[src/rtl/fp_addsub_rule_monitor.sv]
// In-order checker for an FP add/sub unit: queues issued operands, pairs them with
// returned results and flags IEEE-754 special-case rule violations.
module fp_addsub_rule_monitor #(
    parameter int EXP_W = 8,
    parameter int MAN_W = 23,
    parameter int DEPTH = 4,
    parameter int CNT_W = 16,
    localparam int W     = 1 + EXP_W + MAN_W,
    localparam int PTR_W = $clog2(DEPTH),
    localparam int OCC_W = $clog2(DEPTH + 1)
) (
    input  logic             clk,
    input  logic             rst_n,
    input  logic             clear,
    input  logic             in_valid,
    input  logic [W-1:0]     in_a,
    input  logic [W-1:0]     in_b,
    input  logic             in_op,
    input  logic             res_valid,
    input  logic [W-1:0]     res_data,
    output logic             chk_valid,
    output logic [5:0]       chk_hit,
    output logic [5:0]       chk_err,
    output logic [CNT_W-1:0] chk_cnt,
    output logic [CNT_W-1:0] err_cnt,
    output logic             sticky_fail,
    output logic             overrun,
    output logic             orphan,
    output logic [OCC_W-1:0] pending
);

    logic [W-1:0]     mem_a [DEPTH];
    logic [W-1:0]     mem_b [DEPTH];
    logic             mem_op [DEPTH];
    logic [PTR_W-1:0] wr_ptr, rd_ptr;
    logic [OCC_W-1:0] count;

    logic empty, full, do_pop, do_push;

    assign empty   = (count == '0);
    assign full    = (count == OCC_W'(DEPTH));
    assign do_pop  = res_valid && !empty;
    // A pop in the same cycle frees the slot, so a push into a full FIFO still lands.
    assign do_push = in_valid && (!full || do_pop);
    assign pending = count;

    logic [W-1:0] a_h, b_h;
    logic         op_h;
    assign a_h  = mem_a[rd_ptr];
    assign b_h  = mem_b[rd_ptr];
    assign op_h = mem_op[rd_ptr];

    logic sa, sb, sr;
    logic a_inf, a_nan, a_fin, a_nz;
    logic b_inf, b_nan, b_fin, b_nz;
    logic r_inf, r_nan;
    logic inf_sign;
    logic [5:0] hit, err;

    always_comb begin
        sa    = a_h[W-1];
        sb    = b_h[W-1] ^ op_h;
        sr    = res_data[W-1];
        a_inf = (&a_h[W-2 -: EXP_W]) && ~|a_h[MAN_W-1:0];
        a_nan = (&a_h[W-2 -: EXP_W]) &&  |a_h[MAN_W-1:0];
        a_fin = ~&a_h[W-2 -: EXP_W];
        a_nz  = |a_h[W-2:0];
        b_inf = (&b_h[W-2 -: EXP_W]) && ~|b_h[MAN_W-1:0];
        b_nan = (&b_h[W-2 -: EXP_W]) &&  |b_h[MAN_W-1:0];
        b_fin = ~&b_h[W-2 -: EXP_W];
        b_nz  = |b_h[W-2:0];
        r_inf = (&res_data[W-2 -: EXP_W]) && ~|res_data[MAN_W-1:0];
        r_nan = (&res_data[W-2 -: EXP_W]) &&  |res_data[MAN_W-1:0];
        inf_sign = a_inf ? sa : sb;

        hit    = '0;
        err    = '0;
        hit[0] = a_inf && b_inf && (sa == sb);
        hit[1] = a_inf && b_inf && (sa != sb);
        hit[2] = a_nan || b_nan;
        hit[3] = a_fin && b_fin && (a_h[W-2:0] == b_h[W-2:0]) && (sa != sb);
        hit[4] = a_fin && b_fin && a_nz && b_nz && (sa == sb);
        hit[5] = (a_inf && b_fin) || (b_inf && a_fin);

        err[0] = hit[0] && !(r_inf && (sr == sa));
        err[1] = hit[1] && !r_nan;
        err[2] = hit[2] && !r_nan;
        err[3] = hit[3] && (res_data != '0);
        err[4] = hit[4] && (sr != sa);
        err[5] = hit[5] && !(r_inf && (sr == inf_sign));
    end

    always_ff @(posedge clk) begin
        if (rst_n && !clear && do_push) begin
            mem_a[wr_ptr]  <= in_a;
            mem_b[wr_ptr]  <= in_b;
            mem_op[wr_ptr] <= in_op;
        end
    end

    always_ff @(posedge clk) begin
        if (!rst_n || clear) begin
            wr_ptr      <= '0;
            rd_ptr      <= '0;
            count       <= '0;
            chk_valid   <= 1'b0;
            chk_hit     <= '0;
            chk_err     <= '0;
            chk_cnt     <= '0;
            err_cnt     <= '0;
            sticky_fail <= 1'b0;
            overrun     <= 1'b0;
            orphan      <= 1'b0;
        end else begin
            chk_valid <= do_pop;
            chk_hit   <= do_pop ? hit : '0;
            chk_err   <= do_pop ? err : '0;

            if (do_pop) begin
                if (chk_cnt != '1) chk_cnt <= chk_cnt + CNT_W'(1);
                if (|err && err_cnt != '1) err_cnt <= err_cnt + CNT_W'(1);
            end

            if (in_valid && !do_push) overrun <= 1'b1;
            if (res_valid && empty)   orphan  <= 1'b1;
            if ((do_pop && |err) || (in_valid && !do_push) || (res_valid && empty))
                sticky_fail <= 1'b1;

            if (do_push) wr_ptr <= wr_ptr + PTR_W'(1);
            if (do_pop)  rd_ptr <= rd_ptr + PTR_W'(1);

            unique case ({do_push, do_pop})
                2'b10:   count <= count + OCC_W'(1);
                2'b01:   count <= count - OCC_W'(1);
                default: ;
            endcase
        end
    end

endmodule

[config.mk]
export PLATFORM = sky130hd
export DESIGN_NAME = fp_addsub_rule_monitor
export DESIGN_NICKNAME = d
export VERILOG_FILES = /design/src/rtl/fp_addsub_rule_monitor.sv
export SDC_FILE = /design/constraint.sdc
export NUM_CORES = 1
export LEC_CHECK = 0
export CAP_MARGIN = 20
export CELL_PAD_IN_SITES_DETAIL_PLACEMENT = 0
export CELL_PAD_IN_SITES_GLOBAL_PLACEMENT = 2
export CORE_MARGIN = 2
export CORE_UTILIZATION = 46
export CTS_BUF_LIST = sky130_fd_sc_hd__clkbuf_8
export CTS_CLUSTER_SIZE = 28
export DETAILED_ROUTE_END_ITERATION = 6
export PLACE_DENSITY_LB_ADDON = 0.1
export SETUP_SLACK_MARGIN = 0.2
export SLEW_MARGIN = 20
export SYNTH_ARGS = -nofsm -noshare
export SYNTH_HDL_FRONTEND = slang
export SYNTH_SLANG_ARGS = --single-unit
[constraint.sdc]
create_clock -name clk -period 6.9 [get_ports clk]
set_clock_uncertainty 0.1 [all_clocks]
set_input_delay 1.38 -clock clk [delete_from_list [all_inputs] [get_ports clk]]
set_output_delay 1.38 -clock clk [all_outputs]
set_load 0.005 [all_outputs]
==> results of run 1 <==
-- area by class of cell --
type                            count  area, sq um  share of cell area [%]
Clock inverter                     37        197.7                   1.273
Timing Repair Buffer              162         1597                   10.28
Clock buffer                       57        784.5                   5.053
Antenna cell                        1        2.502                 0.01612
Inverter                           10        37.54                  0.2418
Tap cell                          341        426.7                   2.748
Multi-Input combinational cell    383         3526                   22.71
Sequential cell                   317         8954                   57.67
-- layer usage --
layer	track usage (%)	share of wire, %
met2	34.11	52
met3	3.884	4.6
met4	5.537	1.6
met1	24.26	42
met5	0	0
-- flip-flops by register name (all words and copies together) (netlist names), 3 cells and up, named ones only --
| signal | flops |
|---|---|
| mem_op | 4 |
| err_cnt | 16 |
| pending | 3 |
| mem_a | 128 |
| chk_hit | 6 |
| chk_cnt | 16 |
| chk_err | 6 |
| mem_b | 128 |
-- kinds of logic (layout without fill, tap and decap cells) --
group | count (synthesis) | after routing | share of synthesized area, %
and+or+nand+nor | 202 | 202 | 8.474
other | 0 | 1 | 0
adders and majority gates | 7 | 7 | 0.7506
xor gates and xnor gates | 55 | 55 | 3.802
muxes | 71 | 71 | 11.94
buffers and inverters | 37 | 266 | 1.570
AOI/OAI and AO/OA | 48 | 48 | 2.825
DFF | 317 | 317 | 70.64
-- worst max-delay path: stages (launching register included) --
cell,delay [ns]
dfxtp_4,0.90
mux4_2,0.67
nor4_1,0.35
nand4_1,0.42
or4_4,0.63
a21oi_2,0.21
o32ai_4,0.12
a21oi_4,0.55
a31oi_1,0.18
a41o_1,0.23
-- per-stage QoR --
stage               std cells  hold WS [ns]  cell area [sq um]  util, %
detailed placement       1213        0.3664              14540    53.80
global placement         1213        0.3538              14540    53.80
CTS                      1307        0.3795              15520    57.44
finish                   1308        0.3661              15520    57.44
floorplan                 737        0.3605              12670        -
global route             1307        0.4051              15520    57.44
-- final timing paths --
check | depth (start not counted) | startpoint | end | slack [ns]
hold reg to reg | 2 | overrun | overrun | 0.37
setup / recovery | 9 | flop | err_cnt[15] | 2.39
setup reg to reg | 9 | flop | err_cnt[15] | 2.39
hold / removal | 2 | overrun | overrun | 0.37
-- placed cells by master (no fill, tap or decap), drive strengths merged, types with 2 or more instances in the layout --
cell type      netlist  layout
a211oi               2       2
a21oi               11      11
a31o                 5       5
a31oi                7       7
a41o                 3       3
and2                 8       8
and3                15      15
and4                 2       2
buf                 13      10
clkbuf              14      57
clkdlybuf4s50        0     152
clkinv               0      24
clkinvlp             0       2
dfxtp               57      57
edfxtp             260     260
ha                   6       6
inv                 10      20
mux2i                6       6
mux4                64      64
nand2               33      33
nand2b               8       8
nand3                9       9
nand3b               2       2
nand4               18      18
nor2                45      45
nor2b                8       8
nor3                12      12
nor4                33      33
o21ai                9       9
o31ai                2       2
or2                  3       3
or3                  4       4
or4                  2       2
xnor2               10      10
xor2                45      45
-- power by group through the flow --
stage	combinational, W	clock [W]	sequential [W]
floorplan	0.0000904	0	0.00213
global placement	0.000191	0	0.00214
detailed placement	0.000196	0	0.00214
CTS	0.000197	0.00157	0.00210
global route	0.000209	0.00165	0.00210
finish	0.000195	0.00152	0.00210
==> flow_metrics.tcl, run 1 <==
set metrics [dict create \
    status "finished clean" \
    port_buffers 152 \
    pwr_density_cell_mw_per_mm2 246.0 \
    ir_drop_v 0.0001615 \
    avgViaCountPerCell 5.478 \
    nets 1035 \
    crit_arrival_ns 4.87 \
    ys_ff_latch 317 \
    synth_edf_count 260 \
    numCtsBuffers 52 \
    finalWorstSetupSlack_ns 2.395 \
    critical_path_class "flop to flop" \
    cts.sinks 317 \
    dieArea_sq_mm 0.02888 \
    grt_usage_pct 19.30 \
    final_hold_viol_count 0 \
    seqPwrFrac_pct 55.0 \
    hold_buffers 0 \
    num_rows 60 \
    drc 0 \
    setup_violations 0 \
    fin_setup_tns_ns 0 \
    holdCritPathClass "flop to flop" \
    die_w_um 170.0 \
    grt_max_degree 42 \
    p_int_w 0.002989 \
    cts_tree "done" \
    tightest_slew_ns 1.053 \
    dp.final_hpwl_um 18450 \
    crit_required_ns 7.26 \
    htreeDepth 2 \
    post-route-period-util_pct 65.30 \
    p_sw_w 0.0008293 \
    ys_warn_count 0 \
    vias 7165 \
    startpoint_type "flop" \
    max_cap_viol_count 0 \
    post_cts_buffers 0 \
    die_height_um 170.0 \
    synth_top_cell_area_share_pct 61.63 \
    synth_ff_type "edfxtp_1" \
    fmax_mhz 222.0 \
    rsz0062_at_grt "false" \
    finalCriticalPeriod_ns 4.505 \
    ys_seq_area_share_pct 70.64 \
    yosys-top-cells-count "edfxtp_1 (260), mux4_2 (64), dfxtp_1 (57)" \
    cts_resized 0 \
    synth_cell_types 53 \
    synth.most_common_cell "edfxtp_1" \
    clkSlewWorstSetupHoldPaths_ns 0.06 \
    synth_area_sq_mm 0.01267 \
    ant_nets 0 \
    drt-total-wl_um 27710 \
    post_drt_wl_per_cell_um 21.19 \
    layout-drive-gt1-share_pct 16.36 \
    ys_async_sr_fraction_pct 0 \
    synth.largest_area_cell "edfxtp_1" \
    syn_nets 846 \
    place_ws_ns 2.351 \
    area_growth_pct 22.55 \
    root_buffer "clkbuf_8" \
    dr.pass1.iters 5 \
    finalMaxSlewViolations 0 \
    core_area_sq_mm 0.02703 \
    drt_iter0_drc 538 \
    grt_pass1_vias 7488 \
    io_pins 153 \
    antenna_found_initial 1 \
    p_leak_nw 5.005 \
    routabilityCongestion 0.7826 \
    power_w 0.003819 \
    grt_overflow 0 \
    ys_top_cells_by_area "edfxtp_1 (62%), mux4_2 (11%), dfxtp_1 (9.0%)" \
    synth_cells 737 \
    combPwrFrac_pct 5.1 \
    syn_avg_cell_area_sq_um 17.19 \
    critPathMaxFanout 41 \
    pwr-share-clk_pct 39.9 \
    max_slew_margin_pct 29.81 \
    grt_pass1_wl_um 42210 \
    cts_buffer_depth 3 \
    initial_core_util_pct 46.88 \
    fillers 2090 \
    clock_latency_ns 0.58 \
    switching_share_pct 21.72 \
    end_kind "flop" \
]
No activity file was read; power rests on OpenSTA's default activity.
==> run 2: changes to the inputs <==
--- a/config.mk
+++ b/config.mk
@@ -9,7 +9,7 @@
 export CELL_PAD_IN_SITES_DETAIL_PLACEMENT = 0
 export CELL_PAD_IN_SITES_GLOBAL_PLACEMENT = 2
 export CORE_MARGIN = 2
-export CORE_UTILIZATION = 46
+export CORE_UTILIZATION = 43
 export CTS_BUF_LIST = sky130_fd_sc_hd__clkbuf_8
 export CTS_CLUSTER_SIZE = 28
 export DETAILED_ROUTE_END_ITERATION = 6
==> constraint.sdc (replaced) <==
create_clock -name clk -period 4.6 [get_ports clk]
set_clock_uncertainty 0.1 [all_clocks]
set_input_delay 0.92 -clock clk [delete_from_list [all_inputs] [get_ports clk]]
set_output_delay 0.92 -clock clk [all_outputs]
set_load 0.005 [all_outputs]
==> run 2 against run 1 <==
Sequential share of layout area decreased by 0.41 points. Clock-buffer cell count decreased by 4. Utilization decreased by 3.3 points. Total power increased by 47%. Largest cell class unchanged. Highest routed layer unchanged.
==> flow_metrics.tcl, run 2 (synthesis gave the netlist of run 1 again) <==
set metrics [dict create \
    dieArea_sq_mm 0.03085 \
    wl_met1_um 12020 \
    drt_iter0_drc 553 \
    instances_no_fill 1362 \
    fillers 2315 \
    max_slew_margin_pct 55.28 \
    dp.cells 1267 \
    vias 7197 \
    end_kind "flop" \
    startpoint_type "flop" \
    p_int_w 0.004363 \
    grt_max_degree 42 \
    clkSlewWorstSetupHoldPaths_ns 0.06 \
    finalCriticalPeriod_ns 3.943 \
    grt_pass1_wl_um 43730 \
    die_w_um 175.6 \
    ant_nets 0 \
    seqPwrFrac_pct 56.1 \
    critical_path_class "flop to flop" \
    drt-total-wl_um 28610 \
    dp.final_hpwl_um 19390 \
    drc 0 \
    grt_usage_pct 18.70 \
    clock_latency_ns 0.60 \
    setup_violations 0 \
    pwr_density_cell_mw_per_mm2 358.7 \
    root_buffer "clkbuf_8" \
    crit_required_ns 4.99 \
    fmax_mhz 253.6 \
    antenna_found_initial 0 \
    cts_buffer_depth 3 \
    max_cap_viol_count 0 \
    initial_core_util_pct 43.90 \
    grt_overflow 0 \
    core_area_sq_mm 0.02886 \
    final_common_cell "edfxtp_1" \
    reg_top3 "mem_a: 128 flops, mem_b: 128 flops" \
    nets 1047 \
    dr.pass1.iters 4 \
    grt_pass1_vias 7417 \
    status "finished clean" \
    cts.sinks 317 \
    num_rows 62 \
    switching_share_pct 22.19 \
    top_layer "met4" \
    pwr-share-clk_pct 38.5 \
    avgViaCountPerCell 5.284 \
    cts_tree "done" \
    dr_wl_met2_um 14640 \
    htreeDepth 2 \
    dr_wl_met3_um 1441 \
    most-common-layout-cells "edfxtp_1 (260), clkdlybuf4s50_1 (152), mux4_2 (64)" \
    area_growth_pct 23.42 \
    finalMaxSlewViolations 0 \
    post-route-period-util_pct 85.72 \
    layout-drive-gt1-share_pct 16.68 \
    post_drt_wl_per_cell_um 21.00 \
    critPathMaxFanout 23 \
    die_height_um 175.6 \
    io_pins 153 \
    routabilityCongestion 0.8208 \
    fin_setup_tns_ns 0 \
    cts_resized 0 \
    final_hold_viol_count 0 \
    tightest_slew_ns 0.6708 \
    rsz0062_at_grt "false" \
    numCtsBuffers 52 \
    p_sw_w 0.001245 \
    combPwrFrac_pct 5.4 \
    ir_drop_v 0.0002253 \
    p_leak_nw 5.080 \
    hold_buffers 0 \
    crit_arrival_ns 4.33 \
    holdCritPathClass "flop to flop" \
    port_buffers 152 \
]
run 2: worst paths after layout:
| check | endpoint | slack [ns] | startpoint | cells after the start |
|---|---|---|---|---|
| setup / recovery | err_cnt[14] | 0.66 | flop | 11 |
| hold / removal | orphan | 0.38 | orphan | 2 |
| setup reg to reg | err_cnt[14] | 0.66 | flop | 11 |
| hold reg to reg | orphan | 0.38 | orphan | 2 |
run 2: final cells by class:
type / count / area [sq um] / share of cell area [%]
Timing Repair Buffer: 174 / 1724 / 11.03
Inverter: 10 / 37.54 / 0.2401
Clock buffer: 53 / 729.5 / 4.665
Tap cell: 384 / 480.5 / 3.073
Multi-Input combinational cell: 383 / 3526 / 22.55
Antenna cell: 1 / 2.502 / 0.01601
Clock inverter: 40 / 181.4 / 1.160
Sequential cell: 317 / 8954 / 57.27
run 2: power by group through the flow:
stage	clock network (W)	registers, W	logic (W)
finish	0.00216	0.00314	0.000304
global route	0.00236	0.00315	0.000327
CTS	0.00223	0.00315	0.000304
detailed placement	0	0.00321	0.000302
global placement	0	0.00321	0.000298
floorplan	0	0.00320	0.000136
run 2: layer usage:
layer | track usage, % | up-vias
met5 | 0 | -
met4 | 5.269 | 0
met3 | 3.593 | 41
met2 | 31.94 | 192
met1 | 24.57 | 3620
li1 | - | 3344
run 2: critical path, stage by stage, from the launching register on:
cell and delay, ns:
dfxtp_2 0.56, buf_4 0.31, mux4_2 0.39, nor4_1 0.32, nand4_1 0.36, o311ai_0 0.54, nor4_1 0.12, nor4_2 0.48
a21oi_4 0.08, buf_4 0.23, a31o_1 0.24, a21oi_1 0.11
run 2: what timing repair did:
item	4_1_cts	5_1_grt
setup buffers	0	1
setup endpoints to repair	0	16
hold endpoints to repair	0	0
run 2: metrics by stage:
stage	utilization (%)	setup slack (ns)	power (W)	hold slack, ns	instance area (sq um)
floorplan	-	1.004	0.003337	0.3605	12670
detailed placement	50.95	0.5054	0.003509	0.3749	14700
global route	54.17	0.2342	0.005837	0.3988	15630
CTS	54.10	0.4533	0.005682	0.3889	15610
finish	54.18	0.6570	0.005608	0.3773	15640
global placement	50.95	0.4767	0.003503	0.3522	14700
